**src/rtl/store_drain_buffer.sv**
```systemverilog
// Store drain buffer: absorbs up to N_WAY retired stores per cycle and issues
// them one at a time as word-aligned, byte-enabled data cache writes.

module sdb_lane #(
  parameter int XLEN = 32
) (
  input  logic [XLEN-1:0]   addr,
  input  logic [XLEN-1:0]   data,
  input  logic [1:0]        size,
  output logic [XLEN-1:0]   wr_addr,
  output logic [XLEN-1:0]   wr_data,
  output logic [XLEN/8-1:0] wr_be,
  output logic              misalign
);
  localparam int BW = XLEN / 8;

  logic [1:0] off;
  logic [3:0] be4;

  // Misaligned stores keep the shifted enables, truncated to the word.
  always_comb begin
    off      = addr[1:0];
    wr_addr  = {addr[XLEN-1:2], 2'b00};
    wr_data  = data;
    be4      = 4'hF;
    misalign = 1'b0;
    case (size)
      2'd0: begin
        be4     = 4'b0001 << off;
        wr_data = XLEN'(data[7:0]) << {off, 3'b000};
      end
      2'd1: begin
        be4      = 4'b0011 << off;
        wr_data  = XLEN'(data[15:0]) << {off, 3'b000};
        misalign = off[0];
      end
      default: misalign = |off;
    endcase
    wr_be = BW'(be4);
  end
endmodule

module store_drain_buffer #(
  parameter int N_WAY = 2,
  parameter int DEPTH = 4,
  parameter int N_SQ  = 8,
  parameter int XLEN  = 32,
  localparam int SQ_W = $clog2(N_SQ) + 1,
  localparam int CW   = $clog2(DEPTH) + 1,
  localparam int BW   = XLEN / 8
) (
  input  logic                        clock,
  input  logic                        reset,
  input  logic [N_WAY-1:0]            ret_valid,
  input  logic [N_WAY-1:0][XLEN-1:0]  ret_addr,
  input  logic [N_WAY-1:0][XLEN-1:0]  ret_data,
  input  logic [N_WAY-1:0][1:0]       ret_size,
  input  logic [N_WAY-1:0][SQ_W-1:0]  ret_store_pos,
  output logic [CW-1:0]               free_slots,
  output logic                        dc_req_valid,
  input  logic                        dc_req_ready,
  output logic [XLEN-1:0]             dc_addr,
  output logic [XLEN-1:0]             dc_data,
  output logic [BW-1:0]               dc_be,
  input  logic                        dc_wr_ack,
  output logic                        cmp_valid,
  output logic [SQ_W-1:0]             cmp_store_pos,
  output logic                        misalign_err,
  output logic                        overflow_err
);
  localparam int PW = (DEPTH > 1) ? $clog2(DEPTH) : 1;

  typedef struct packed {
    logic [XLEN-1:0] addr;
    logic [XLEN-1:0] data;
    logic [BW-1:0]   be;
    logic [SQ_W-1:0] pos;
  } ent_t;

  typedef enum logic [1:0] {S_IDLE, S_REQ, S_WAIT} state_t;

  state_t          state_q, state_d;
  ent_t            mem_q [DEPTH];
  ent_t            mem_d [DEPTH];
  logic [PW-1:0]   head_q, head_d, tail_q, tail_d;
  logic [CW-1:0]   count_q, count_d, free_q, free_d;
  logic            cmp_valid_q, cmp_valid_d;
  logic [SQ_W-1:0] cmp_pos_q, cmp_pos_d;
  logic            mis_q, mis_d, ovf_q, ovf_d;

  ent_t [N_WAY-1:0]  lane_ent;
  logic [N_WAY-1:0]  lane_mis;

  for (genvar l = 0; l < N_WAY; l++) begin : g_lane
    sdb_lane #(.XLEN(XLEN)) u_lane (
      .addr     (ret_addr[l]),
      .data     (ret_data[l]),
      .size     (ret_size[l]),
      .wr_addr  (lane_ent[l].addr),
      .wr_data  (lane_ent[l].data),
      .wr_be    (lane_ent[l].be),
      .misalign (lane_mis[l])
    );
    assign lane_ent[l].pos = ret_store_pos[l];
  end

  logic          pop;
  logic [CW-1:0] space, n_push;
  logic [PW-1:0] widx;

  always_comb begin
    state_d     = state_q;
    mem_d       = mem_q;
    head_d      = head_q;
    cmp_valid_d = 1'b0;
    cmp_pos_d   = '0;
    mis_d       = mis_q;
    ovf_d       = ovf_q;
    pop         = 1'b0;
    widx        = tail_q;

    case (state_q)
      S_IDLE: if (count_q != '0) state_d = S_REQ;
      S_REQ:  if (dc_req_ready) state_d = S_WAIT;
      S_WAIT: if (dc_wr_ack) begin
        pop         = 1'b1;
        cmp_valid_d = 1'b1;
        cmp_pos_d   = mem_q[head_q].pos;
        state_d     = (count_q > CW'(1)) ? S_REQ : S_IDLE;
      end
      default: state_d = S_IDLE;
    endcase
    if (pop) head_d = head_q + PW'(1);

    // A slot freed by this cycle's pop is usable by this cycle's lanes.
    space  = CW'(DEPTH) - count_q + CW'(pop);
    n_push = '0;
    for (int i = 0; i < N_WAY; i++) begin
      if (ret_valid[i]) begin
        if (lane_mis[i]) mis_d = 1'b1;
        if (n_push < space) begin
          widx        = tail_q + n_push[PW-1:0];
          mem_d[widx] = lane_ent[i];
          n_push      = n_push + CW'(1);
        end else begin
          ovf_d = 1'b1;
        end
      end
    end

    tail_d  = tail_q + n_push[PW-1:0];
    count_d = count_q - CW'(pop) + n_push;
    free_d  = CW'(DEPTH) - count_d;
  end

  always_ff @(posedge clock) begin
    if (reset) begin
      state_q     <= S_IDLE;
      head_q      <= '0;
      tail_q      <= '0;
      count_q     <= '0;
      free_q      <= CW'(DEPTH);
      cmp_valid_q <= 1'b0;
      cmp_pos_q   <= '0;
      mis_q       <= 1'b0;
      ovf_q       <= 1'b0;
    end else begin
      state_q     <= state_d;
      head_q      <= head_d;
      tail_q      <= tail_d;
      count_q     <= count_d;
      free_q      <= free_d;
      cmp_valid_q <= cmp_valid_d;
      cmp_pos_q   <= cmp_pos_d;
      mis_q       <= mis_d;
      ovf_q       <= ovf_d;
    end
  end

  always_ff @(posedge clock) mem_q <= mem_d;

  assign free_slots    = free_q;
  assign dc_req_valid  = (state_q == S_REQ);
  assign dc_addr       = dc_req_valid ? mem_q[head_q].addr : '0;
  assign dc_data       = dc_req_valid ? mem_q[head_q].data : '0;
  assign dc_be         = dc_req_valid ? mem_q[head_q].be   : '0;
  assign cmp_valid     = cmp_valid_q;
  assign cmp_store_pos = cmp_pos_q;
  assign misalign_err  = mis_q;
  assign overflow_err  = ovf_q;
endmodule

```
**config.mk**
```make
export PLATFORM = sky130hd
export DESIGN_NAME = store_drain_buffer
export DESIGN_NICKNAME = d
export VERILOG_FILES = /design/src/rtl/store_drain_buffer.sv
export SDC_FILE = /design/constraint.sdc
export NUM_CORES = 1
export LEC_CHECK = 0
export CORE_UTILIZATION = 60
export DETAILED_ROUTE_END_ITERATION = 8
export GPL_TIMING_DRIVEN = 1
export PLACE_DENSITY_LB_ADDON = 0.08
export SLEW_MARGIN = 20
export SYNTH_ARGS = -nofsm -noshare
export SYNTH_HDL_FRONTEND = slang
export SYNTH_SLANG_ARGS = --single-unit
```
**constraint.sdc**
```tcl
create_clock -name clock -period 6.95 [get_ports clock]
set_input_delay 1.7375 -clock clock [delete_from_list [all_inputs] [get_ports clock]]
set_output_delay 1.7375 -clock clock [all_outputs]
set_load 0.01 [all_outputs]
```
==> flow_metrics.py <==
metrics = {
    "outcome": {
        "status": "finished, violations left",
        "failed_checks": "design-rule violations",
    },
    "detailed_routing": {
        "wl_um": 49700,
        "drc": 13,
        "wl_per_cell_um": 23.8,
        "vias": 14200,
        "vias_per_cell": 6.81,
        "drt_iter0_drc": 1457,
        "ant_nets": 0,
        "first_pass_iters": 8,
    },
    "synth": {
        "synth_area_um2": 16200,
        "seq_area_frac_synth": 0.377,
        "avgSynthCellArea_um2": 10.2,
        "synthCells": 1599,
        "ys_types": 50,
        "ys_ff_latch": 306,
        "syn_nets": 1754,
        "yosysWarningCount": 0,
    },
    "clocking": {
        "hold_buffers": 0,
        "clockRootBuffer": "clkbuf_16",
        "cts_setup_buffers": 0,
        "clkTransAtPathRegs_ns": 0.06,
        "cts.path.max_buffers": 3,
        "cts_buffers": 34,
        "ctsHtreeMaxLevel": 2,
        "cts_tree": "yes",
        "insertion_delay_ns": 0.52,
        "cts_resized": 0,
        "cts.sinks": 306,
    },
    "layout": {
        "fin_nets": 1885,
        "area_delta_synth_final_pct": 21.1,
        "drive_gt1_frac": 0.160,
        "diodes": 0,
        "multi_input_area_um2": 9390,
        "final-seq-area_um2": 6130,
        "fill_cells": 1902,
        "final_cell_count_no_fill": 2087,
    },
    "global_route": {
        "grt_first_pass_wirelength_um": 77500,
        "grt_pass1_vias": 14100,
        "grtUsageTotal": 0.348,
        "grt_max_degree": 83,
        "grt-ovfl-total": 0,
        "antenna_found_initial": 0,
    },
    "placement": {
        "io_buffers": 224,
        "place_congestion": 0.919,
        "dp_hpwl_um": 30800,
        "dp_cells": 2028,
    },
    "power": {
        "p_switching_w": 0.00379,
        "power_frac_seq": 0.321,
        "combPwrFrac": 0.488,
        "intPower_w": 0.00605,
        "leakagePower_nw": 7.83,
        "p_sw_frac": 0.385,
        "vdd_drop_max_mv": 0.475,
        "p_clk_frac": 0.191,
        "p_per_area_nw_per_um2": 500,
    },
    "run": {
        "maxCapViolCount": 0,
    },
    "critical_path": {
        "critPathRequiredTime_ns": 7.36,
        "cp_top_family": "simple AND/OR/NAND/NOR gates",
        "slowest_delay_ns": 0.50,
        "r2r_setup_slack_ns": 2.70,
        "critPathArrivalTime_ns": 5.92,
        "slowest_stage": "clkdlybuf4s50_1",
        "cp-start-kind": "input port",
        "reg2regPathDepth": 14,
        "path_depth": 15,
        "cp_cell_sequence": "clkdlybuf4s50_1, nand3b_1, ha_1, inv_1, ha_1, nor2b_1, nand2_1, and2_1, ha_1, xor2_1, nand2_1, buf_4, or2_4, buf_4, mux2_2",
        "end_kind": "register",
        "crit_top_cell": "ha_1",
        "critPathKind": "input port to register",
        "path_max_fanout": 49,
        "worst-path-buf-inv": 4,
    },
    "floorplan": {
        "die_w_um": 167,
        "die_h_um": 167,
        "io_pins": 225,
        "rows": 59,
        "core_um2": 26300,
        "initial_utilization": 0.618,
        "dieArea_um2": 27700,
    },
    "sta": {
        "finalSetupTns_ns": 0,
        "final.period_utilization": 0.793,
        "finalHoldViolations": 0,
        "finalSetupViolCount": 0,
        "fmax_mhz": 182,
        "fin_crit_ns": 5.51,
        "rsz0062_at_grt": "no",
        "worst_pin_slew_ns": 1.07,
        "relSlewSlack": 0.286,
        "drv_slew": 0,
        "skew_ns": 0.0154,
    },
    "hold_path": {
        "whs_path_depth": 2,
        "hold_path.class": "register to register",
    },
}
==> flip-flops by register name, indices dropped and copies added (netlist names) <==
register       cells
free_slots         2
cmp_store_pos      4
tail_q             2
count_q            3
cmp_valid          1
overflow_err       1
misalign_err       1
state_q            2
head_q             2
mem_q            288
==> worst reg2reg max path, delay by kind of cell, from the launching register on <==
| family | cells | cell delay (ns) |
|---|---|---|
| mux | 1 | 0.38 |
| simple gates | 6 | 1.52 |
| xor+xnor | 1 | 0.18 |
| flops | 1 | 0.43 |
| fa+ha+maj | 3 | 0.74 |
| buf+inv | 3 | 0.88 |
==> cell type report <==
cell class                      count  area share
Multi-Input combinational cell   1119       0.477
Clock inverter                      9     0.00661
Tap cell                          335      0.0213
Clock buffer                       49      0.0523
Inverter                           12     0.00229
Timing Repair Buffer              257       0.129
Sequential cell                   306       0.312
==> path summary, 6_finish.rpt <==
path | startpoint | endpoint
setup reg to reg | state_q[1] | mem_q[140]
setup / recovery | dc_wr_ack | mem_q[140]
hold reg to reg | overflow_err | overflow_err
hold / removal | overflow_err | overflow_err
==> metrics by stage <==
step / cell area (um2) / hold WS [ns] / util / power, W / setup WS [ns]
finish: 19700 / 0.480 / 0.749 / 0.00984 / 1.44
global route: 19700 / 0.495 / 0.749 / 0.0103 / 1.19
CTS: 19600 / 0.476 / 0.748 / 0.00973 / 1.51
detailed placement: 18500 / 0.459 / 0.703 / 0.00783 / 1.00
global placement: 18500 / 0.458 / 0.703 / 0.00765 / 1.06
floorplan: 16200 / 0.447 / - / 0.00645 / 2.26
==> power by group through the flow <==
stage | clock (W) | combinational (W) | sequential, W
after floorplan | 0 | 0.00345 | 0.00300
after global placement | 0 | 0.00454 | 0.00311
after detailed placement | 0 | 0.00467 | 0.00316
after CTS | 0.00188 | 0.00471 | 0.00314
after global routing | 0.00195 | 0.00512 | 0.00324
final | 0.00187 | 0.00481 | 0.00316
==> cells in the mapped netlist (all sizes together) <==
master / count / area (um2)
dfxtp: 306 / 6130
a21o: 1 / 7.51
nor2b: 8 / 50.1
inv: 11 / 41.3
nand3b: 2 / 15.0
mux4: 72 / 1620
maj3: 1 / 10.0
nor3b: 1 / 7.51
a221o: 23 / 230
and2: 97 / 607
o211a: 4 / 40.0
a21oi: 72 / 360
nor4b: 1 / 8.76
buf: 56 / 377
xnor2: 8 / 70.1
a21boi: 1 / 7.51
nor2: 122 / 458
nor3: 69 / 345
nand2: 40 / 150
o211ai: 3 / 22.5
o21ai: 14 / 73.8
a22o: 14 / 123
a211o: 10 / 87.6
nand2b: 2 / 12.5
and3b: 2 / 17.5
and3: 9 / 56.3
fa: 1 / 20.0
or2: 5 / 31.3
o21bai: 3 / 22.5
ha: 8 / 100
a211oi: 2 / 15.0
a221oi: 1 / 8.76
o31ai: 2 / 25.0
mux2: 136 / 1610
o22ai: 192 / 1200
nor4bb: 19 / 190
xor2: 3 / 45.1
a32oi: 12 / 105
a22oi: 16 / 120
clkbuf: 106 / 398
mux2i: 143 / 1430
clkinv: 1 / 3.75
==> cells by family after synthesis <==
group,after synthesis,share of synthesized area
adders and majority gates,10,0.00801
AOI/OAI and AO/OA,370,0.151
xor gates and xnor gates,11,0.00708
DFF,306,0.377
and+or+nand+nor,377,0.120
muxes,351,0.287
buffers and inverters,174,0.0504
==> layout by cell type (no fill, tap or decap), types with 35 or more instances in the layout <==
cell / count
a21oi_1: 72
and2_1: 97
clkbuf_16: 35
clkdlybuf4s50_1: 224
dfxtp_1: 304
mux2_2: 82
mux2i_1: 143
mux4_2: 72
nand2_1: 39
nor2_1: 122
nor3_1: 69
o22ai_1: 192
==> layer usage <==
metal  vias to the layer above  share of wire  global-route usage  routed length, um
met5                         -              0                   0                  0
met1                      6870           0.40               0.452              20000
met2                       899           0.46               0.564              22900
met4                         0          0.036               0.141               1790
met3                       162           0.10              0.0770               5040
li1                       6287              -                   -                  -
(Power assumes the default switching activity.)
